[config.mk]
export PLATFORM = sky130hd
export DESIGN_NAME = voice_mixer
export DESIGN_NICKNAME = d
export VERILOG_FILES = /design/src/rtl/voice_mixer.sv
export SDC_FILE = /design/constraint.sdc
export NUM_CORES = 1
export LEC_CHECK = 0
export CORE_MARGIN = 2
export CORE_UTILIZATION = 60
export DETAILED_ROUTE_END_ITERATION = 7
export PLACE_DENSITY_LB_ADDON = 0.15
export SLEW_MARGIN = 20
export SYNTH_ARGS = -nofsm -noshare
export SYNTH_HDL_FRONTEND = slang
export SYNTH_SLANG_ARGS = --single-unit
export TNS_END_PERCENT = 1
[constraint.sdc]
create_clock -name clk_in -period 14.1 [get_ports clk_in]
set_input_delay 2.115 -clock clk_in [delete_from_list [all_inputs] [get_ports clk_in]]
set_output_delay 2.115 -clock clk_in [all_outputs]
set_load 0.05 [all_outputs]
[src/rtl/voice_mixer.sv]
// Polyphonic voice mixer: snapshots voice samples on a sample-rate tick, scales each
// by a click-free envelope, accumulates one voice per cycle and emits a saturated PCM sample.
module voice_mixer #(
    parameter int NUM_VOICES    = 5,
    parameter int SAMPLE_W      = 8,
    parameter int VEL_W         = 8,
    parameter int SAMPLE_PERIOD = 4536,
    parameter int MIX_SHIFT     = 2,
    parameter int ATTACK_STEP   = 8,
    parameter int RELEASE_STEP  = 4
) (
    input  logic                  clk_in,
    input  logic                  rst_in,
    input  logic                  update_in,
    input  logic [NUM_VOICES-1:0] on_mask_in,
    input  logic [VEL_W-1:0]      velocity_in [NUM_VOICES],
    input  logic [SAMPLE_W-1:0]   sample_in   [NUM_VOICES],
    output logic [SAMPLE_W-1:0]   pcm_out,
    output logic                  pcm_valid_out,
    output logic                  clip_out,
    output logic                  busy_out,
    output logic [NUM_VOICES-1:0] voice_active_out
);

    localparam int CNT_W  = (SAMPLE_PERIOD > 1) ? $clog2(SAMPLE_PERIOD) : 1;
    localparam int IDX_W  = (NUM_VOICES > 1) ? $clog2(NUM_VOICES) : 1;
    localparam int ACC_W  = SAMPLE_W + VEL_W + 1 + $clog2(NUM_VOICES);
    localparam int PROD_W = SAMPLE_W + VEL_W + 2;

    localparam logic [CNT_W-1:0]        LAST_CNT = CNT_W'(SAMPLE_PERIOD - 1);
    localparam logic [IDX_W-1:0]        LAST_IDX = IDX_W'(NUM_VOICES - 1);
    localparam logic [SAMPLE_W-1:0]     MID_U    = SAMPLE_W'(2 ** (SAMPLE_W - 1));
    localparam logic signed [ACC_W:0]   MID_S    = (ACC_W + 1)'(2 ** (SAMPLE_W - 1));
    localparam logic signed [ACC_W:0]   MAX_S    = (ACC_W + 1)'(2 ** SAMPLE_W - 1);
    localparam logic signed [ACC_W:0]   ZERO_S   = '0;
    localparam logic [VEL_W:0]          ATT_E    = (VEL_W + 1)'(ATTACK_STEP);
    localparam logic [VEL_W:0]          REL_E    = (VEL_W + 1)'(RELEASE_STEP);

    typedef enum logic [1:0] {
        ST_IDLE   = 2'd0,
        ST_ACCUM  = 2'd1,
        ST_FINISH = 2'd2
    } state_t;

    state_t                     state_r, state_nxt;
    logic [CNT_W-1:0]           cnt_r;
    logic [IDX_W-1:0]           idx_r;
    logic signed [ACC_W-1:0]    acc_r, acc_nxt;
    logic [SAMPLE_W-1:0]        samp_r   [NUM_VOICES];
    logic [VEL_W-1:0]           env_r    [NUM_VOICES];
    logic [VEL_W-1:0]           env_nxt  [NUM_VOICES];
    logic [VEL_W-1:0]           target_r [NUM_VOICES];
    logic [VEL_W-1:0]           target_nxt [NUM_VOICES];
    logic [SAMPLE_W-1:0]        pcm_r, pcm_s;
    logic                       valid_r, clip_r, clip_s, busy_r, busy_nxt;
    logic [NUM_VOICES-1:0]      active_r, active_nxt;
    logic                       tick_s;
    logic signed [SAMPLE_W:0]   centred_s;
    logic signed [VEL_W:0]      gain_s;
    logic signed [PROD_W-1:0]   prod_s;
    logic signed [ACC_W-1:0]    shifted_s;
    logic signed [ACC_W:0]      mix_s;

    assign tick_s = (cnt_r == LAST_CNT);

    // State register
    always_ff @(posedge clk_in) begin
        if (rst_in) begin
            state_r <= ST_IDLE;
        end else begin
            state_r <= state_nxt;
        end
    end

    // Next-state logic
    always_comb begin
        state_nxt = state_r;
        case (state_r)
            ST_IDLE:   state_nxt = tick_s ? ST_ACCUM : ST_IDLE;
            ST_ACCUM:  state_nxt = (idx_r == LAST_IDX) ? ST_FINISH : ST_ACCUM;
            ST_FINISH: state_nxt = ST_IDLE;
            default:   state_nxt = ST_IDLE;
        endcase
    end

    // Datapath and output next values: MAC, saturating mix, envelope step, status flags
    always_comb begin
        centred_s = $signed({1'b0, samp_r[idx_r]}) - $signed({1'b0, MID_U});
        gain_s    = $signed({1'b0, env_r[idx_r]});
        prod_s    = PROD_W'(centred_s) * PROD_W'(gain_s);
        acc_nxt   = acc_r + ACC_W'(prod_s >>> (VEL_W - 1));

        shifted_s = acc_r >>> MIX_SHIFT;
        mix_s     = (ACC_W + 1)'(shifted_s) + MID_S;
        if (mix_s < ZERO_S) begin
            pcm_s  = '0;
            clip_s = 1'b1;
        end else if (mix_s > MAX_S) begin
            pcm_s  = '1;
            clip_s = 1'b1;
        end else begin
            pcm_s  = mix_s[SAMPLE_W-1:0];
            clip_s = 1'b0;
        end

        // New targets land before the envelope step so a FINISH-cycle update is honoured
        for (int v = 0; v < NUM_VOICES; v++) begin
            if (update_in) begin
                target_nxt[v] = (on_mask_in[v] && (velocity_in[v] != '0)) ? velocity_in[v] : '0;
            end else begin
                target_nxt[v] = target_r[v];
            end

            if ((state_r == ST_FINISH) && (env_r[v] < target_nxt[v])) begin
                if (({1'b0, env_r[v]} + ATT_E) >= {1'b0, target_nxt[v]}) begin
                    env_nxt[v] = target_nxt[v];
                end else begin
                    env_nxt[v] = env_r[v] + VEL_W'(ATTACK_STEP);
                end
            end else if ((state_r == ST_FINISH) && (env_r[v] > target_nxt[v])) begin
                if ({1'b0, env_r[v]} <= ({1'b0, target_nxt[v]} + REL_E)) begin
                    env_nxt[v] = target_nxt[v];
                end else begin
                    env_nxt[v] = env_r[v] - VEL_W'(RELEASE_STEP);
                end
            end else begin
                env_nxt[v] = env_r[v];
            end

            active_nxt[v] = (env_nxt[v] != '0) || (target_nxt[v] != '0);
        end

        busy_nxt = (state_nxt != ST_IDLE);
    end

    // Tick counter, sample snapshot, accumulator and envelope registers
    always_ff @(posedge clk_in) begin
        if (rst_in) begin
            cnt_r <= '0;
            idx_r <= '0;
            acc_r <= '0;
            for (int v = 0; v < NUM_VOICES; v++) begin
                samp_r[v]   <= '0;
                env_r[v]    <= '0;
                target_r[v] <= '0;
            end
        end else begin
            cnt_r <= tick_s ? '0 : cnt_r + CNT_W'(1);
            if ((state_r == ST_IDLE) && tick_s) begin
                idx_r  <= '0;
                acc_r  <= '0;
                samp_r <= sample_in;
            end else if (state_r == ST_ACCUM) begin
                idx_r <= idx_r + IDX_W'(1);
                acc_r <= acc_nxt;
            end else begin
                idx_r <= idx_r;
                acc_r <= acc_r;
            end
            env_r    <= env_nxt;
            target_r <= target_nxt;
        end
    end

    // Output registers
    always_ff @(posedge clk_in) begin
        if (rst_in) begin
            pcm_r    <= MID_U;
            valid_r  <= 1'b0;
            clip_r   <= 1'b0;
            busy_r   <= 1'b0;
            active_r <= '0;
        end else begin
            valid_r  <= (state_r == ST_FINISH);
            clip_r   <= (state_r == ST_FINISH) && clip_s;
            pcm_r    <= (state_r == ST_FINISH) ? pcm_s : pcm_r;
            busy_r   <= busy_nxt;
            active_r <= active_nxt;
        end
    end

    assign pcm_out          = pcm_r;
    assign pcm_valid_out    = valid_r;
    assign clip_out         = clip_r;
    assign busy_out         = busy_r;
    assign voice_active_out = active_r;

endmodule

======== After elaboration in Yosys (flattened, before gate mapping) ========
Index checks and enable logic that the tools add are counted.
word-level totals
  output and inout bits ................... 16
  register bits ........................... 174
operators by class
  mux-type cells .......................... 43
  equal/unequal tests ..................... 4
  reduce and logical (&&, ||, !) cells .... 41
  order comparisons ....................... 23
  $add $sub $neg .......................... 25
  bitwise operators ....................... 1
  $mul .................................... 1
operator list
  kind                                                                    count
  8-bit two-way mux                                                       36
  8-bit nonzero test                                                      15
  8-bit binary-select mux with 3-bit select                               2
  8-bit by 3-bit adder with 9-bit output (second input constant)          5
  8-bit by 4-bit adder with 9-bit output (second input constant)          5
  9-bit by 8-bit >= comparator with 1-bit output                          5
  8-bit by 9-bit less-or-equal comparator with 1-bit output               5
  8-bit by 4-bit adder with 8-bit output (second input constant)          5
  8-bit > comparator                                                      5
  8-bit < comparator                                                      5
  8-bit by 3-bit subtractor with 8-bit output (second input constant)     5
  20-bit by 11-bit adder with 20-bit output                               1
  18-bit by 9-bit adder with 19-bit output (second input constant)        1
  19-bit by 9-bit > comparator with 1-bit output (second input constant)  1
  19-bit by 1-bit < comparator with 1-bit output (second input constant)  1
  9-bit by 9-bit multiplier with 18-bit output                            1
  1-bit logical AND                                                       17
  13-bit by 1-bit adder with 13-bit output (second input constant)        1
  13-bit == test (second input constant)                                  1
  8-bit by 8-bit subtractor with 9-bit output (second input constant)     1
  1-bit logical OR                                                        5
  4-bit >= comparator (second input constant)                             1
  3-bit NOT with 4-bit output                                             1
  2-bit one-hot mux with 2 select lines                                   1
  other kinds (9)                                                         12

======== Depth between registers and ports, before layout ========
Gate-level depths: netlist of run 1.
  word-level depth ........................ 11
  depth in mapped cells ................... 33
  mapped depth without buffers ............ 31

======== Worst setup path after synthesis of run 1 ========
Ideal clock, no wire load.
  path type ............................... flip-flop to flip-flop
  start ................................... reg idx_r[0]
  end ..................................... reg acc_r[19]
  arrival time ............................ 8.002 ns
  path slack .............................. 6.027 ns
  library setup time ...................... 0.072 ns
  stages on the path, launching flop included .. 32
  required time ........................... 14.028 ns
  cells stage by stage .................... dfxtp_1 > buf_4 > buf_6 > buf_1 > mux4_2 > a22o_1 > nor2b_1 > fa_1 > inv_1 > fa_1 > inv_1 > fa_1 > inv_1 > fa_1 > inv_1 > ha_1 > a21oi_1 > nor2_1 > a211oi_1 > o2111a_1 > o31a_1 > nor3_1 > or3b_1 > ha_1 > a2111o_1 > a211o_1 > a41oi_1 > o21ai_0 > nor4_1 > o21ai_0 > mux2i_1 > mux2i_1
on the way
  word-level cells in the longest chain between the ends .. 7
  elaborated cells between the ends (all ways) .. 10
RTL lines
  item                                                  RTL line  source
  from (decl)                                           47        logic [IDX_W-1:0] idx_r;
  from (signal assigned)                                154       idx_r <= idx_r + IDX_W'(1);
  from (signal assigned)                                157       idx_r <= idx_r;
  3-bit NOT with 4-bit output (implied by the code) *   88, 89
  8-bit binary-select mux with 3-bit select             88        centred_s = $signed({1'b0, samp_r[idx_r]}) - $signed({1'b0, MID_U});
  8-bit two-way mux (implied by the code) (2 in a row)  88
  8-bit by 8-bit subtractor with 9-bit output           88
  9-bit by 9-bit multiplier with 18-bit output *        90        prod_s = PROD_W'(centred_s) * PROD_W'(gain_s);
  20-bit by 11-bit adder with 20-bit output *           91        acc_nxt = acc_r + ACC_W'(prod_s >>> (VEL_W - 1));
  to (signal assigned)                                  155       acc_r <= acc_nxt;
  to (signal assigned)                                  158       acc_r <= acc_r;
  to (decl)                                             48        logic signed [ACC_W-1:0] acc_r, acc_nxt;
Mark *: on every way between the ends. The rest lies on a longest branch, timed or not. The select of a mux whose other input is x is not followed.
A chain may end at the register's enable or synchronous reset.

======== Worst setup path after layout of run 1 ========
Same ends and word-level chain as after synthesis.

==> summary.md, run 1 <==
| Metric | Value |
|---|---|
| Status | `finished clean` |
| Clk buf depth | `2` |
| Prevailing post-synth register cell | `dfxtp_1` |
| Syn Nets | `2260` |
| TritonCTS sink count | `174` |
| Non-filler instance count after layout | `2339` |
| GR peak layer | `met2` |
| Critical path class | `register to register` |
| # DRC | `0` |
| CTS tree | `yes` |
| Peak supply drop | `0.0638 mV` |
| Mapped Area | `15600 µm²` |
| IO Pins | `104` |
| Share of layout cells above drive strength 1 | `0.0567` |
| Overflow after GRT | `0` |
| Starting Density | `0.615` |
| Final setup viols | `0` |
| First-pass GRT wire length | `68100 µm` |
| Grt met2 use | `0.503` |
| N_diodes | `0` |
| Fin. max-slew vios | `0` |
| Fin crit share | `0.627` |
| Met3 Use GR | `0.0569` |
| Top cell by count, worst path | `inv_1` |
| Mapped Avg Cell Area | `8.05 µm²` |
| CP delay by family, top | `adder cells` |
| Hold Path Class | `register to register` |
| Fin Hold WS | `0.455 ns` |
| Cts hold-fix bufs | `0` |
| Slowest stage delay, CP | `0.64 ns` |
| Number of synthesis warnings | `0` |
| Post-DRT Antenna Nets | `0` |
| Placer Congestion | `0.976` |
| Max-Cap Viols | `0` |
| Core area | `25300 µm²` |
| DRT Wirelength | `42000 µm` |
| Vias post-DR | `14300` |
| Pwr/cell area | `65.5 nW/µm²` |
| Overall die height | `165 µm` |
| Skew final | `0.0180 ns` |
| Avg Vias per Cell | `6.12` |
| Post-synth EDFFs | `0` |
| Worst slew pin tran | `0.988 ns` |
| Total GRT Usage | `0.314` |
| Die X | `165 µm` |
| Most frequent cells in the layout | `nand2_1, nor2_1, ha_1` |
| Cells after DPL | `2307` |
| WP buf/inv | `6` |
| Slew headroom | `0.340` |
| 1st-pass router iterations | `5` |
| RSZ-0062 raised after global routing | `false` |
| Post-CTS repair timing setup buffer count | `0` |
| Crit end category | `register` |
| Worst endpoint data arrival time | `9.23 ns` |
| Port bufs | `103` |
| TritonCTS Buffers | `17` |
| Commonest non-fill, non-tap cell in the layout | `nand2_1` |
| Crit-path slowest cell | `dfxtp_1` |
| CP startpoint kind | `register` |
| Post-synth cell types | `96` |
| Fin crit period | `8.85 ns` |
| Nets | `2321` |
| Cells after synthesis | `1935` |
| Area growth, synth to finish | `11.4%` |
| Initial antenna violation count | `0` |
| Vias in the first global route | `13800` |
| LEAKAGE | `7.34 nW` |
| Htree depth | `4` |
| Fmax | `113 MHz` |
| #FFs+latches synth | `174` |
| DR iter-0 viols | `1331` |
| CTS Root Cell | `clkbuf_16` |
| Sequential area share after synthesis | `0.224` |
| Clk slew on worst S/H paths | `0.09 ns` |
| Largest net degree at the start of global routing | `81` |
| Grt met1 use | `0.421` |
| Share of synthesized registers carrying an async set or reset | `0` |
| Die Area | `27300 µm²` |
| Worst Path Required | `14.48 ns` |
| Final Hold Viols | `0` |
| Crit Path Max Fanout | `18` |
| Cts repair resizes | `0` |
| Clk_lat worst skew | `0.44 ns` |
| Cell Rows | `58` |
| Wirelength per Cell | `18.0 µm` |
| Setup TNS | `0 ns` |
| HPWL Detailed | `32100 µm` |
==> synth_stat cells, types with 5 or more instances <==
cell / count / area share
a21oi_1: 155 / 0.050
nand2b_1: 22 / 0.0088
o21ai_0: 66 / 0.021
o211ai_1: 13 / 0.0063
ha_1: 181 / 0.15
mux4_2: 11 / 0.016
and2b_1: 6 / 0.0029
or3_1: 19 / 0.0076
clkbuf_1: 53 / 0.013
o211a_1: 6 / 0.0039
mux2i_1: 18 / 0.012
and2_1: 12 / 0.0048
o21bai_1: 11 / 0.0053
fa_1: 56 / 0.072
and3_1: 12 / 0.0048
nor4_1: 8 / 0.0032
xnor2_1: 40 / 0.022
or4_1: 5 / 0.0024
a22o_1: 10 / 0.0056
a22oi_1: 12 / 0.0058
nor2b_1: 55 / 0.022
o31a_1: 6 / 0.0034
nand4_1: 24 / 0.0096
nor2_1: 182 / 0.044
o21a_1: 13 / 0.0063
buf_2: 6 / 0.0019
o22ai_1: 8 / 0.0032
nand2_1: 218 / 0.053
a211oi_1: 27 / 0.013
a31oi_1: 23 / 0.0092
a31oi_4: 8 / 0.011
a211o_1: 10 / 0.0056
a41oi_1: 7 / 0.0039
dfxtp_1: 174 / 0.22
nand3_1: 55 / 0.018
a31oi_2: 5 / 0.0040
buf_1: 6 / 0.0014
o31ai_1: 6 / 0.0029
nor3_1: 41 / 0.013
o21ai_1: 5 / 0.0016
xor2_1: 30 / 0.017
inv_1: 177 / 0.043
or2_2: 13 / 0.0052
a21o_1: 24 / 0.012
==> flip-flops by register name, summed over array words and instances (netlist names) <==
name,count
env_r,40
pcm_valid_out,1
voice_active_out,5
busy_out,1
state_r,2
target_r,40
samp_r,40
pcm_out,8
idx_r,3
acc_r,20
clip_out,1
cnt_r,13
==> metrics by stage <==
step | instance area, µm² | setup WS, ns | power, mW | utilization
floorplan | 15600 | 6.03 | 0.612 | -
global placement | 16800 | 5.49 | 0.663 | 0.662
CTS | 17400 | 5.25 | 1.14 | 0.685
finish | 17400 | 5.25 | 1.14 | 0.685
detailed placement | 16800 | 5.28 | 0.665 | 0.662
global route | 17400 | 4.62 | 1.18 | 0.685
==> kinds of logic (layout without fill, tap and decap cells) <==
group | count (synthesis) | after routing | synth area share
buf+inv | 251 | 325 | 0.0647
simple gates | 694 | 694 | 0.211
fa+ha+maj | 237 | 237 | 0.217
compound gates | 475 | 475 | 0.213
flops | 174 | 174 | 0.224
mux | 34 | 34 | 0.0313
xor+xnor | 70 | 70 | 0.0394
==> power breakdown <==
part           switching [mW]  total [mW]  internal (mW)
Clock                   0.241       0.480          0.239
Combinational          0.0912       0.157         0.0657
Sequential            0.00219       0.500          0.498
==> per-layer routing <==
| layer | part of all wire | wire (µm) |
|---|---|---|
| met5 | 0 | 0 |
| met4 | 0.029 | 1230 |
| met3 | 0.074 | 3110 |
| met2 | 0.45 | 19000 |
| met1 | 0.44 | 18700 |
==> worst reg2reg max path, delay by kind of cell (launching register included) <==
kind | cells | cell delay, ns
AOI/OAI and AO/OA | 9 | 2.42
adders and majority gates | 6 | 2.78
buffers and inverters | 6 | 0.70
DFF | 1 | 0.64
muxes | 3 | 0.91
and+or+nand+nor | 6 | 1.37
==> path summary, 6_finish.rpt <==
kind | startpoint | end | slack (ns) | cells past startpoint
max | idx_r[0] | acc_r[19] | 5.25 | 30
min | samp_r[25] | samp_r[25] | 0.45 | 2
max reg2reg | idx_r[0] | acc_r[19] | 5.25 | 30
min reg2reg | samp_r[25] | samp_r[25] | 0.45 | 2
==> final cells by class <==
class | count | area [µm²]
Multi-Input combinational cell | 1510 | 11100
Clock buffer | 17 | 425
Timing Repair Buffer | 115 | 1110
Fill cell | 2120 | 7970
Inverter | 178 | 668
Tap cell | 330 | 413
Sequential cell | 174 | 3480
Clock inverter | 15 | 164
(Power assumes the default switching activity.)
==> inputs of run 2 (changes only) <==
CORE_UTILIZATION = 55   (was 60)
clock period = 7.6 ns   (was 14.1 ns; I/O delays follow)
==> summary.md, run 2 (synthesized netlist as in run 1, its figures left out) <==
| Metric | Value |
|---|---|
| Status | `finished clean` |
| Crit Path Max Fanout | `6` |
| RSZ-0062 raised after global routing | `true` |
| Post-DRT Antenna Nets | `0` |
| Worst endpoint data arrival time | `7.87 ns` |
| N_diodes | `0` |
| Total GRT Usage | `0.298` |
| Grt met2 use | `0.482` |
| Vias in the first global route | `13800` |
| Crit end category | `register` |
| Die X | `172 µm` |
| Overall die height | `172 µm` |
| # DRC | `0` |
| CP delay by family, top | `adder cells` |
| Placer Congestion | `0.936` |
| Core area | `27900 µm²` |
| Slowest stage delay, CP | `0.59 ns` |
| Non-filler instance count after layout | `2477` |
| Clk buf depth | `2` |
| Worst Path Required | `7.98 ns` |
| Met3 Use GR | `0.0483` |
| Fin crit period | `7.49 ns` |
| Area growth, synth to finish | `18.2%` |
| Total power | `2.11 mW` |
| Clk pwr share | `0.420` |
| LEAKAGE | `7.85 nW` |
| Starting Density | `0.559` |
| Int Power | `1.51 mW` |
| Max-Cap Viols | `0` |
| Sequential Power Share | `0.439` |
| Top cell by count, worst path | `fa_1` |
| Skew final | `0.0234 ns` |
| 1st-pass router iterations | `8` |
| Area after DPL | `17500 µm²` |
| TritonCTS sink count | `174` |
| HPWL Detailed | `33500 µm` |
| DR iter-0 viols | `1443` |
| Setup TNS | `0 ns` |
| Finished Cell Area | `18400 µm²` |
| Wirelength per Cell | `18.1 µm` |
| Slew headroom | `0.264` |
| TritonCTS Buffers | `17` |
| Fin worst setup slack | `0.110 ns` |
| Cells after DPL | `2432` |
| WP buf/inv | `6` |
| CTS Root Cell | `clkbuf_16` |
| Peak supply drop | `0.110 mV` |
| Final setup viols | `0` |
| DRT Wirelength | `44700 µm` |
| First-pass GRT wire length | `70200 µm` |
| Pwr/cell area | `115 nW/µm²` |
| Fin crit share | `0.985` |
| GR peak layer | `met2` |
| Initial antenna violation count | `0` |
| Switching power of the nets | `595 µW` |
| Biggest regs | `env_r (40), samp_r (40), target_r (40)` |
| Overflow after GRT | `0` |
| Cell Rows | `61` |
| Grt met1 use | `0.409` |
| Final Hold Viols | `0` |
| IO Pins | `104` |
| Worst slew pin tran | `1.10 ns` |
| Fin. max-slew vios | `0` |
| Die Area | `29700 µm²` |
| Crit-path slowest cell | `fa_1` |
| Comb power frac | `0.140` |
| Hold Path Class | `register to register` |
| Share of layout cells above drive strength 1 | `0.121` |
| Dpl ws | `-0.183 ns` |
| Critical path class | `register to register` |
| CP startpoint kind | `register` |
| Cts hold-fix bufs | `0` |
| Switching share of power | `0.282` |
| Largest net degree at the start of global routing | `85` |
| Most frequent cells in the layout | `nand2_1, nor2_1, ha_1` |
| Htree depth | `4` |
| Clk slew on worst S/H paths | `0.07 ns` |
| Clk_lat worst skew | `0.46 ns` |
| Vias post-DR | `14800` |
| CTS tree | `yes` |
| Fmax | `134 MHz` |
| Port bufs | `103` |
| Avg Vias per Cell | `5.98` |
| Nets | `2411` |
| Commonest non-fill, non-tap cell in the layout | `nand2_1` |
==> run 2: power groups by stage <==
stage	registers, mW	clock network (mW)	logic (mW)
final	0.927	0.886	0.296
after global routing	0.928	0.930	0.322
after CTS	0.927	0.896	0.292
after detailed placement	0.948	0	0.290
after global placement	0.948	0	0.285
after floorplan	0.958	0	0.178
==> run 2: what timing repair did <==
item,CTS,global route
gates resized for setup,4,61
setup buffers,0,13
endpoints found under the setup margin,3,6
pin swaps,1,47
==> run 2: cell type report <==
class | instances | area, µm²
tap | 378 | 473
clock inverter | 12 | 120
multi-input combinational | 1510 | 11400
sequential | 174 | 3490
clock buffer | 20 | 447
timing repair buffer | 205 | 1840
fill | 2311 | 9450
inverter | 178 | 668
==> run 2: stage by stage <==
step | util | hold WS, ns
6_report | 0.661 | 0.456
2_1_floorplan | - | 0.430
3_5_place_dp | 0.628 | 0.448
4_1_cts | 0.648 | 0.458
3_3_place_gp | 0.628 | 0.439
5_1_grt | 0.661 | 0.473
==> run 2: worst paths after layout <==
| kind | cells after the start | to | slack, ns | start |
|---|---|---|---|---|
| worst max register to register | 31 | acc_r[19] | 0.11 | idx_r[0] |
| worst min-delay path | 2 | pcm_out[4] | 0.46 | pcm_out[4] |
| worst max-delay path | 31 | acc_r[19] | 0.11 | idx_r[0] |
| worst min register to register | 2 | pcm_out[4] | 0.46 | pcm_out[4] |
==> run 2: per-layer routing <==
layer,part of all wire,vias up
met4,0.027,0
met3,0.075,105
li1,-,7078
met1,0.45,7005
met2,0.45,618
met5,0,-
==> run 2: worst reg2reg max path: cells and delay by family (launching register included) <==
family,cells,cell delay [ns]
buf+inv,6,0.44
flops,1,0.37
xor+xnor,1,0.14
simple gates,5,0.57
fa+ha+maj,6,2.79
mux,3,0.86
compound gates,10,2.26
